<file path="config.mk">
export PLATFORM = sky130hd
export DESIGN_NAME = cond_branch_eval
export DESIGN_NICKNAME = d
export VERILOG_FILES = /design/src/rtl/cond_branch_eval.sv
export SDC_FILE = /design/constraint.sdc
export NUM_CORES = 1
export LEC_CHECK = 0
export CAP_MARGIN = 20
export CORE_UTILIZATION = 52
export CTS_CLUSTER_SIZE = 30
export DETAILED_ROUTE_END_ITERATION = 6
export GPL_TIMING_DRIVEN = 0
export PLACE_DENSITY_LB_ADDON = 0.25
export SETUP_SLACK_MARGIN = 0.15
export SLEW_MARGIN = 20
export SYNTH_ARGS = -nofsm -noshare
export SYNTH_HDL_FRONTEND = slang
export SYNTH_SLANG_ARGS = --single-unit
</file>
<file path="constraint.sdc">
create_clock -name clk -period 1.81 [get_ports clk]
set_input_delay 0.2715 -clock clk [delete_from_list [all_inputs] [get_ports clk]]
set_output_delay 0.2715 -clock clk [all_outputs]
set_load 0.1 [all_outputs]
</file>
<file path="src/rtl/cond_branch_eval.sv">
// Branch condition evaluator: captures ALU status flags and evaluates a 4-bit
// condition code behind a four-phase request/acknowledge handshake.
module cond_branch_eval #(
    parameter int unsigned TIMEOUT = 15
) (
    input  logic       clk,
    input  logic       reset,
    input  logic       zin,
    input  logic       vin,
    input  logic       sin,
    input  logic       cin,
    input  logic       flag_ld,
    input  logic       flag_pend,
    input  logic       br_req,
    input  logic [3:0] br_cond,
    output logic       br_ack,
    output logic       br_taken,
    output logic       br_err,
    output logic       busy,
    output logic       zout,
    output logic       vout,
    output logic       sout,
    output logic       cout
);

    typedef enum logic [1:0] {IDLE, WAIT_FLAGS, EVAL, DONE} state_e;

    typedef struct packed {
        logic z;
        logic v;
        logic s;
        logic c;
    } flags_t;

    localparam logic [7:0] TIMEOUT_LAST = 8'(TIMEOUT - 1);

    state_e     state_q, state_d;
    flags_t     flags_q, flags_d;
    logic [3:0] cond_q,  cond_d;
    logic [7:0] cnt_q,   cnt_d;
    logic       taken_q, taken_d;
    logic       err_q,   err_d;
    logic       ack_q,   ack_d;

    function automatic logic cond_true(input logic [3:0] code, input flags_t f);
        logic t;
        case (code)
            4'h0:    t = 1'b1;
            4'h1:    t = 1'b0;
            4'h2:    t = f.z;
            4'h3:    t = !f.z;
            4'h4:    t = f.c;
            4'h5:    t = !f.c;
            4'h6:    t = f.s;
            4'h7:    t = !f.s;
            4'h8:    t = f.v;
            4'h9:    t = !f.v;
            4'hA:    t = (f.s == f.v);
            4'hB:    t = (f.s != f.v);
            4'hC:    t = !f.z && (f.s == f.v);
            4'hD:    t = f.z || (f.s != f.v);
            4'hE:    t = f.c && !f.z;
            default: t = !f.c || f.z;
        endcase
        return t;
    endfunction

    // NOTE: every signal driven here gets a default first so no path can infer a latch.
    always_comb begin
        state_d = state_q;
        cond_d  = cond_q;
        cnt_d   = cnt_q;
        taken_d = taken_q;
        err_d   = err_q;
        ack_d   = 1'b0;
        flags_d = flag_ld ? flags_t'({zin, vin, sin, cin}) : flags_q;

        case (state_q)
            IDLE: begin
                if (br_req) begin
                    cond_d  = br_cond;
                    cnt_d   = 8'd0;
                    state_d = (flag_pend || flag_ld) ? WAIT_FLAGS : EVAL;
                end
            end
            WAIT_FLAGS: begin
                cnt_d = cnt_q + 8'd1;
                // A clean flag capture takes priority over an expiring timeout.
                if (flag_ld && !flag_pend) begin
                    state_d = EVAL;
                end else if (cnt_q >= TIMEOUT_LAST) begin
                    state_d = DONE;
                    taken_d = 1'b0;
                    err_d   = 1'b1;
                end
            end
            EVAL: begin
                taken_d = cond_true(cond_q, flags_q);
                err_d   = 1'b0;
                state_d = DONE;
            end
            DONE: begin
                // Ack is shown for at least one cycle, even if the request dropped early.
                if (ack_q && !br_req) begin
                    state_d = IDLE;
                end else begin
                    ack_d = 1'b1;
                end
            end
            default: state_d = IDLE;
        endcase
    end

    // NOTE: state registers use non-blocking assignments so all update together at the edge.
    always_ff @(posedge clk or negedge reset) begin
        if (!reset) begin
            state_q <= IDLE;
            flags_q <= '0;
            cond_q  <= '0;
            cnt_q   <= '0;
            taken_q <= 1'b0;
            err_q   <= 1'b0;
            ack_q   <= 1'b0;
        end else begin
            state_q <= state_d;
            flags_q <= flags_d;
            cond_q  <= cond_d;
            cnt_q   <= cnt_d;
            taken_q <= taken_d;
            err_q   <= err_d;
            ack_q   <= ack_d;
        end
    end

    assign br_ack   = ack_q;
    assign br_taken = ack_q & taken_q;
    assign br_err   = ack_q & err_q;
    assign busy     = (state_q != IDLE);
    assign zout     = flags_q.z;
    assign vout     = flags_q.v;
    assign sout     = flags_q.s;
    assign cout     = flags_q.c;

endmodule

</file>
==> metrics.md, run 1 <==
| Metric | Value |
|---|---|
| Post-Syn Area | 1290 µm² |
| Core area | 2280 µm² |
| Die ar. | 2690 µm² |
| # hold bufs at CTS | 0 |
| DP Worst Slack | -0.471 ns |
| Relative slew slack | 0.388 |
| Post-Layout Cell Count | 194 |
| RSZ-0062 raised after global routing | yes |
| Synthesized flop and latch total | 21 |
| Post-synth EDFFs | 0 |
| GR Overflow Total | 0 |
| Post-synth cell types | 36 |
| Fin crit period | 1.61 ns |
| Max Clk Rate | 621 MHz |
| Met3 WL | 87 µm |
| RD Place Congestion | 0.770 |
| Worst min-delay path class | in2reg |
| Synth Area in Adders | 0.0581 |
| Number of port buffers | 19 |
| Pwr Total | 2700 µW |
| Async set-reset flop share out of synthesis | 1.00 |
| Fin nets | 186 |
| WL met2 | roughly 1400 µm |
| Setup Skew | between 0.003 and 0.004 ns |
| Main area contributors after synthesis | dfrtp_1, mux2_2, ha_1 |
| Area share of and/or/nand/nor cells after synthesis | 0.181 |
| Worst-Margin Slew | 0.915 ns |
| Syn Inst Count | 134 |
| Crit path required time | 1.54 ns |
| Gr usage total | 0.218 |
| Clock Sinks | 21 |
| MaxCap Viol Count | 0 |
| Layout cells sized above 1 | 0.325 |
| Synth top cells by count | dfrtp_1, inv_1, nor2_1 |
| Final worst slack | roughly 0.20 ns |
| Worst skew pair latency | 0.30 ns |
| Average size of a mapped cell | between 9 and 10 µm² |
| Number of global-route vias before repair | 1020 |
| ANT nets after route | 0 |
| VDD IR max | 1820 µV |
| Largest net degree at the start of global routing | 22 |
| PwrDens | 1590 nW/µm² |
| Status | complete, no violations |
| CP max FO | 8 |
| Height of the die | approximately 52 µm |
| Number of clock buffers inserted by TritonCTS | 3 |
| Initial core utilization | 0.567 |
| Remaining routing DRC violations | 0 |
| Fillers | around 160 |
| WL final | 2740 µm |
| Critical path endpoint category | output pin |
| Clk slew on worst S/H paths | 0.12 ns |
| DRT Pass-1 Iters | 4 |
| Post-Synth XOR/XNOR Area | 0.0543 |
| Yosys warns | 0 |
| CP Data Arrival Time | 1.34 ns |
| Routed len/inst | about 14 µm |
| CTS tree | built |
| Area growth from synthesis to layout | 31.5% |
| CP Class | reg2out |
| DR vias | 1084 |
| Pins Over Slew Limit | 0 |
| Metal-1 WL | 1250 µm |
| Post-synth net total | 153 |
| Initial DRC count | 11 |
| Clk buf depth | 2 |
| Final hold vios | 0 |
| Startpoint Class | flop |
| Highest routed layer | met4 |
| Dominant synthesized flop cell | dfrtp_1 |
| Post-synthesis compound-gate area fraction | 0.142 |
| Largest family of logic cells by synthesized area | simple AND/OR/NAND/NOR gates |
| CTS H-tree lvls | 1 |
| Vias per inst | 5.59 |
| Leak | 0.000738 µW |
| Die Wd | just over 50 µm |
| Row count | 17 |
| Setup violations, final | 0 |
| I/O pin cnt | 21 |
| Seq/Total Area, Yosys | 0.407 |
| Initial antenna violation count | 0 |
| Cell with the most instances after synthesis | dfrtp_1 |
| Global-route wire length before repair | between 4000 and 5000 µm |
| Post-synth top area share | 0.407 |
| Tcrit/Tclk final | 0.890 |
| Area leader, netlist | dfrtp_1 |
| Diode count | 0 |
| Min Hold Slack | 0.446 ns |
| Root buffer cell | clkbuf_4 |
| Multiplexer share of the synthesized area | 0.0930 |
| Dpl hpwl | 1850 µm |
| Placed Cells | 181 |
==> registers in the layout, summed over array words and instances, names as in the netlist <==
| name | count |
|---|---|
| cond_q | 4 |
| br_ack | 1 |
| cnt_q | 8 |
| err_q | 1 |
| zout | 1 |
| sout | 1 |
| cout | 1 |
| taken_q | 1 |
| state_q | 2 |
| vout | 1 |
==> final cells by class <==
cell class                 instances  area [µm²]  area share
buffer                             6        43.8      0.0258
clock buffer                       4        26.3      0.0155
inverter                          14        56.3      0.0332
multi-input combinational         93         741       0.436
sequential                        21         532       0.313
tap                               28        35.0      0.0206
timing repair buffer              28         264       0.155
==> stage by stage <==
step | instance area [µm²] | utilization | setup TNS (ns)
2_1_floorplan | 1320 | - | 0
3_3_place_gp | 1540 | 0.677 | -0.599
3_5_place_dp | 1540 | 0.677 | -0.648
4_1_cts | 1610 | 0.707 | 0
5_1_grt | 1700 | 0.746 | 0
6_report | 1700 | 0.746 | 0
==> placed cells by master (no fill, tap or decap), types with 4 or more instances in the layout <==
| cell | synthesis | layout |
|---|---|---|
| clkdlybuf4s15_2 | 0 | 5 |
| nor2_1 | 11 | 7 |
| clkdlybuf4s50_1 | 0 | 11 |
| xor2_1 | 4 | 4 |
| a21oi_1 | 6 | 6 |
| inv_1 | 13 | 10 |
| ha_1 | 6 | 4 |
| dfrtp_2 | 0 | 5 |
| mux2_2 | 8 | 8 |
| dfrtp_1 | 21 | 16 |
| nand3_1 | 6 | 5 |
| buf_2 | 3 | 4 |
| xnor2_1 | 4 | 4 |
| nand2_1 | 8 | 8 |
| buf_4 | 1 | 9 |
| o21ai_0 | 7 | 6 |
==> critical path: stages, from the launching register on <==
cell        delay [ns]
dfrtp_1           0.41
inv_2             0.08
ha_4              0.14
buf_8             0.13
clkinvlp_4        0.11
buf_12            0.17
==> metal layers <==
metal,track usage,up-vias
met3,0.0263,4
met5,0,-
met2,0.391,26
met1,0.270,524
met4,0.0676,0
li1,-,530
==> logic make-up (layout without fill, tap and decap cells) <==
group                    Yosys count  after routing
AND/OR/NAND/NOR                   41             41
AO/OA/AOI/OAI                     27             27
flip-flops                        21             21
buffers and inverters             20             52
multiplexers                      11             11
XOR/XNOR                           8              8
adder cells (fa/ha/maj)            6              6
==> report_power, final <==
group          switching, µW  internal, µW  leakage, µW
Combinational            959           743     0.000464
Sequential               139           626     0.000259
Clock                    143          85.7    0.0000150
Total                   1240          1450     0.000738
==> repair_timing <==
| action | in CTS | in global routing |
|---|---|---|
| resized for setup | 31 | 21 |
| buffers inserted | 3 | 6 |
| endpoints found under the setup margin | 13 | 10 |
| endpoints found under the hold margin | 0 | 0 |
| pin swaps | 1 | 2 |
==> worst paths after layout <==
kind                             from         end  slack, ns  depth (start not counted)
max reg2reg                state_q[0]    cnt_q[7]       0.22                          8
max in group asynchronous       reset    cnt_q[1]       0.72                          1
min reg2reg                      zout        zout       0.58                          1
max                        state_q[1]        busy       0.20                          5
min                           flag_ld        cout       0.45                          2
min in group asynchronous       reset  state_q[1]       0.47                          1
No activity file was read; power rests on OpenSTA's default activity.
==> run 2, diff against run 1 <==
--- a/config.mk
+++ b/config.mk
@@ -5,11 +5,13 @@
 export SDC_FILE = /design/constraint.sdc
 export NUM_CORES = 1
 export LEC_CHECK = 0
+export ABC_CLOCK_PERIOD_IN_PS = 1810
 export CAP_MARGIN = 20
 export CORE_UTILIZATION = 52
 export CTS_CLUSTER_SIZE = 30
 export DETAILED_ROUTE_END_ITERATION = 6
 export GPL_TIMING_DRIVEN = 0
+export MAX_ROUTING_LAYER = met4
 export PLACE_DENSITY_LB_ADDON = 0.25
 export SETUP_SLACK_MARGIN = 0.15
 export SLEW_MARGIN = 20
==> results of run 2 <==
Final layout, timing and power as in run 1 (identical DEF).
Main changes from that run: final weighted congestion in routability-driven placement 0.770 -> 0.780; overall routing resource usage 0.218 -> 0.224
